===== config.mk =====
export PLATFORM = sky130hd
export DESIGN_NAME = ref_round_scheduler
export DESIGN_NICKNAME = d
export VERILOG_FILES = /design/src/rtl/ref_round_scheduler.sv
export SDC_FILE = /design/constraint.sdc
export NUM_CORES = 1
export LEC_CHECK = 0
export CAP_MARGIN = 20
export CORE_ASPECT_RATIO = 0.8
export CORE_MARGIN = 5
export CORE_UTILIZATION = 45
export DETAILED_ROUTE_END_ITERATION = 10
export GPL_TIMING_DRIVEN = 1
export PLACE_DENSITY = 0.67
export SLEW_MARGIN = 30
export SYNTH_ARGS = -nofsm -noshare
export SYNTH_HDL_FRONTEND = slang
export SYNTH_SLANG_ARGS = --single-unit

===== constraint.sdc =====
create_clock -name clk -period 5.38 [get_ports clk]
set_clock_uncertainty 0.2 [all_clocks]
set_input_delay 1.076 -clock clk [delete_from_list [all_inputs] [get_ports clk]]
set_output_delay 1.076 -clock clk [all_outputs]
set_load 0.1 [all_outputs]

===== src/rtl/ref_round_scheduler.sv =====
`default_nettype none
// ============================================================================
// Module      : ref_round_scheduler
// Description : A retention timer launches each refresh round. The round
//               visits every bank once, and each bank refresh is arbitrated
//               against user accesses with a bounded deferral.
// Revision    : 1.0 - initial release
// ============================================================================
module ref_round_scheduler #(
    parameter  int NUM_BANKS  = 8,
    parameter  int RET_CYCLES = 1000,
    parameter  int DEFER_MAX  = 16,
    localparam int BW         = (NUM_BANKS > 1) ? $clog2(NUM_BANKS) : 1
) (
    input  logic          clk,
    input  logic          rst,
    input  logic          en_i,
    input  logic          user_req_i,
    input  logic [BW-1:0] user_bank_i,
    input  logic          ref_done_i,
    output logic          ref_req_o,
    output logic [BW-1:0] ref_bank_o,
    output logic          user_stall_o,
    output logic          round_done_o,
    output logic          overrun_o
);

    localparam int TW = (RET_CYCLES > 1) ? $clog2(RET_CYCLES) : 1;
    localparam int DW = $clog2(DEFER_MAX + 1);

    localparam logic [TW-1:0] TMR_LAST  = TW'(RET_CYCLES - 1);
    localparam logic [BW-1:0] BANK_LAST = BW'(NUM_BANKS - 1);
    localparam logic [DW-1:0] DEFER_TOP = DW'(DEFER_MAX);

    localparam logic [1:0] S_IDLE  = 2'd0;
    localparam logic [1:0] S_ISSUE = 2'd1;
    localparam logic [1:0] S_WAIT  = 2'd2;

    logic [1:0]    state;
    logic [1:0]    state_nx;
    logic [TW-1:0] tmr;
    logic [BW-1:0] bank;
    logic [BW-1:0] bank_nx;
    logic [DW-1:0] defer;
    logic [DW-1:0] defer_nx;
    logic          launch;
    logic          conflict;
    logic          urgent;
    logic          last_bank;
    logic          ref_req_nx;
    logic          round_done_nx;
    logic          overrun_nx;

    always_comb begin
        launch    = en_i && (tmr == TMR_LAST);
        conflict  = user_req_i && (user_bank_i == bank);
        urgent    = (defer == DEFER_TOP);
        last_bank = (bank == BANK_LAST);
    end

    // The timer keeps running through a round so round launches stay on a
    // fixed RET_CYCLES grid; it only pauses while disabled.
    always_ff @(posedge clk) begin
        if (rst) begin
            tmr <= '0;
        end else if (en_i) begin
            tmr <= launch ? '0 : tmr + 1'b1;
        end
    end

    always_ff @(posedge clk) begin
        if (rst) begin
            state <= S_IDLE;
            bank  <= '0;
            defer <= '0;
        end else begin
            state <= state_nx;
            bank  <= bank_nx;
            defer <= defer_nx;
        end
    end

    always_comb begin
        state_nx = state;
        bank_nx  = bank;
        defer_nx = defer;
        case (state)
            S_IDLE: begin
                if (launch) begin
                    state_nx = S_ISSUE;
                    bank_nx  = '0;
                    defer_nx = '0;
                end
            end
            S_ISSUE: begin
                if (!conflict || urgent) begin
                    state_nx = S_WAIT;
                end else begin
                    defer_nx = defer + 1'b1;
                end
            end
            S_WAIT: begin
                if (ref_done_i) begin
                    if (last_bank) begin
                        state_nx = S_IDLE;
                    end else begin
                        state_nx = S_ISSUE;
                        bank_nx  = bank + 1'b1;
                        defer_nx = '0;
                    end
                end
            end
            default: begin
                state_nx = S_IDLE;
            end
        endcase
    end

    // Stall is a function of registered state only so user logic never sees
    // a combinational loop through user_req_i.
    always_comb begin
        ref_req_nx    = (state_nx == S_WAIT);
        round_done_nx = (state == S_WAIT) && ref_done_i && last_bank;
        overrun_nx    = overrun_o || (launch && (state != S_IDLE));
        user_stall_o  = (state == S_WAIT) || ((state == S_ISSUE) && urgent);
    end

    always_ff @(posedge clk) begin
        if (rst) begin
            ref_req_o    <= 1'b0;
            round_done_o <= 1'b0;
            overrun_o    <= 1'b0;
        end else begin
            ref_req_o    <= ref_req_nx;
            round_done_o <= round_done_nx;
            overrun_o    <= overrun_nx;
        end
    end

    assign ref_bank_o = bank;

endmodule
`default_nettype wire


==> qor.csv <==
metric,value,unit
type of the worst setup path,reg2out,
DR vias,908,
share of layout cells above drive strength 1,9.03,%
Tmin final,3.65,ns
Post-Syn Nets,142,
die area,0.00367,mm^2
GR peak layer,met2,
Startpoint Class,flip-flop,
R2R cell count,7,
"Setup Fix Bufs, Post-CTS",0,
Worst VDD drop,144,uV
TritonCTS clock tree,yes,
status,finished clean,
Final period util,67.8,%
dpl cells,176,
Final Hold Viols,0,
initial antenna violation count,0,
"flops & latches, synth",23,
gpl congestion,0.731,
first-pass iteration count of the detailed router,4,
Clock Sinks,23,
clock tree buffer depth,2,
Max-cap violations,0,
R2R Setup Slk,3.18,ns
Remaining DRCs,0,
RSZ-0062 raised after global routing,no,
CP Data Required Time,4.10,ns
met1 Use GR,18.0,%
worst-skew pair later-pin latency,0.31,ns
worst path arrival time,2.37,ns
Critical Path Fanout Max,3,
I/O pin count,15,
Total Nets Final,158,
Slew Limit Fails,0,
Core Region,0.00244,mm^2
worst setup margin,1.73,ns
routed wire length,2090,um
IO buf count,14,
Setup WS pre-CTS,2.07,ns
vias in the first global route,863,
DRT iter0 DRCs,23,
Syn Std Cell Area,0.00115,mm^2
DR vias/cell,5.04,
post-route ant nets,0,
root buffer cell,clkbuf_4,
most frequent cells in the layout,"23 x dfxtp_1, 17 x nor2_1, 14 x clkdlybuf4s50_1",
crit end category,output pin,
CTS Buf Count,3,
Non-Filler Instances,180,
met2 GRT Util,20.3,%
die height,55.2,um
Tightest Pin Transition,0.969,ns
Initial Util,47.0,%
GR Overflow Total,0,
"most common cell after layout, fill and taps aside",dfxtp_1,
hold buffers post-CTS,0,
register area share after synthesis,40.1,%
Peak Freq,274,MHz
Synth cell types,32,
Slew HR,35.2,%
setup violators final,0,
post-synthesis cell count,129,
worst hold path class,reg2reg,
Hold Path Depth,2,
FP Rows,16,
met3 Use GR,5.05,%
H-tree levels,1,
ant diodes,0,
maximum number of pins on one net before global-route repair,21,
setup TNS,0,ns
Die X,66.5,um
HPWL Detailed,1590,um
syn_area_per_cell,8.89,um^2
first-pass GRT wire length,3760,um
Pwr Total,0.268,mW
P per Cell Area,199,mW/mm^2
Total Routing Usage GR,13.7,%
P_leak,0.489,nW
CTS clock-pin slew for the worst setup and hold paths,0.12,ns
Resized cells post-CTS,0,
wire per inst,11.6,um
area grow syn2layout,17.4,%
synth warn,0,
## sequential cells by signal, summed over array words and instances (netlist names)
signal,flops
defer,5
round_done_o,1
state,2
overrun_o,1
tmr,10
ref_bank_o,3
ref_req_o,1
## final timing paths
| check | startpoint | endpoint |
|---|---|---|
| hold reg to reg | tmr[9] | tmr[9] |
| setup reg to reg | defer[0] | defer[0] |
| setup / recovery | defer[0] | user_stall_o |
| hold / removal | tmr[9] | tmr[9] |
## cells by family after synthesis
logic type	synth area share (%)
AO/OA/AOI/OAI	10.4
flip-flops	40.1
XOR/XNOR	7.63
AND/OR/NAND/NOR	32.7
multiplexers	1.74
buffers and inverters	1.96
adder cells (fa/ha/maj)	5.45
## synth_stat cells
library cell / count / area share [%]
a21oi_1: 7 / 3.1
a221oi_4: 1 / 2.3
and3_1: 2 / 1.1
and4_1: 1 / 0.76
and4bb_1: 1 / 1.1
clkbuf_1: 3 / 0.98
dfxtp_1: 23 / 40
ha_1: 5 / 5.5
inv_1: 3 / 0.98
mux2i_1: 2 / 1.7
nand2_1: 11 / 3.6
nand2b_1: 6 / 3.3
nand3_1: 6 / 2.6
nand3_2: 1 / 0.87
nand3b_1: 3 / 2.0
nand4_1: 3 / 1.6
nor2_1: 17 / 5.6
nor2_2: 1 / 0.55
nor2b_1: 2 / 1.1
nor3_1: 1 / 0.44
nor3_2: 1 / 0.87
nor3b_1: 1 / 0.65
nor4b_2: 1 / 1.3
o21ai_0: 3 / 1.3
o2bb2ai_1: 4 / 3.1
o31ai_1: 1 / 0.65
or2_2: 4 / 2.2
or2b_1: 2 / 1.3
or3_1: 2 / 1.1
or3b_2: 1 / 0.76
xnor2_1: 3 / 2.3
xor2_1: 7 / 5.3
## report_power, final
group | internal [mW] | total, mW | switching (mW) | leakage [nW]
Sequential | 0.172 | 0.173 | 0.00111 | 0.186
Clock | 0.0290 | 0.0799 | 0.0509 | 0.0150
Combinational | 0.00808 | 0.0154 | 0.00736 | 0.288
Total | 0.209 | 0.268 | 0.0594 | 0.489
## final cells by class
type                       count  area, um^2
fill                         242        1090
multi-input combinational    100         664
sequential                    23         460
timing repair buffer          14         140
tap                           36        45.0
clock buffer                   4        26.3
inverter                       3        11.3
## metal layers
| layer | wire length [um] | vias up |
|---|---|---|
| met5 | 0 | - |
| met1 | 1150 | 415 |
| met3 | 123 | 5 |
| met2 | 792 | 16 |
| met4 | 30 | 0 |
| li1 | - | 472 |
## metrics by stage
stage          utilization (%)  instance area [um^2]  hold slack [ns]
2_1_floorplan                -                  1150            0.258
3_3_place_gp              54.1                  1320            0.254
3_5_place_dp              54.1                  1320            0.268
4_1_cts                   55.2                  1350            0.298
5_1_grt                   55.2                  1350            0.324
6_report                  55.2                  1350            0.292
## worst max-delay path, stage by stage, from the launching register on
cell	delay, ns
dfxtp_1	0.35
inv_1	0.09
ha_1	0.14
and4bb_1	0.24
nand2_1	0.06
nand2_1	0.06
clkdlybuf4s50_1	1.12
Power figures use the tool's default switching activity.
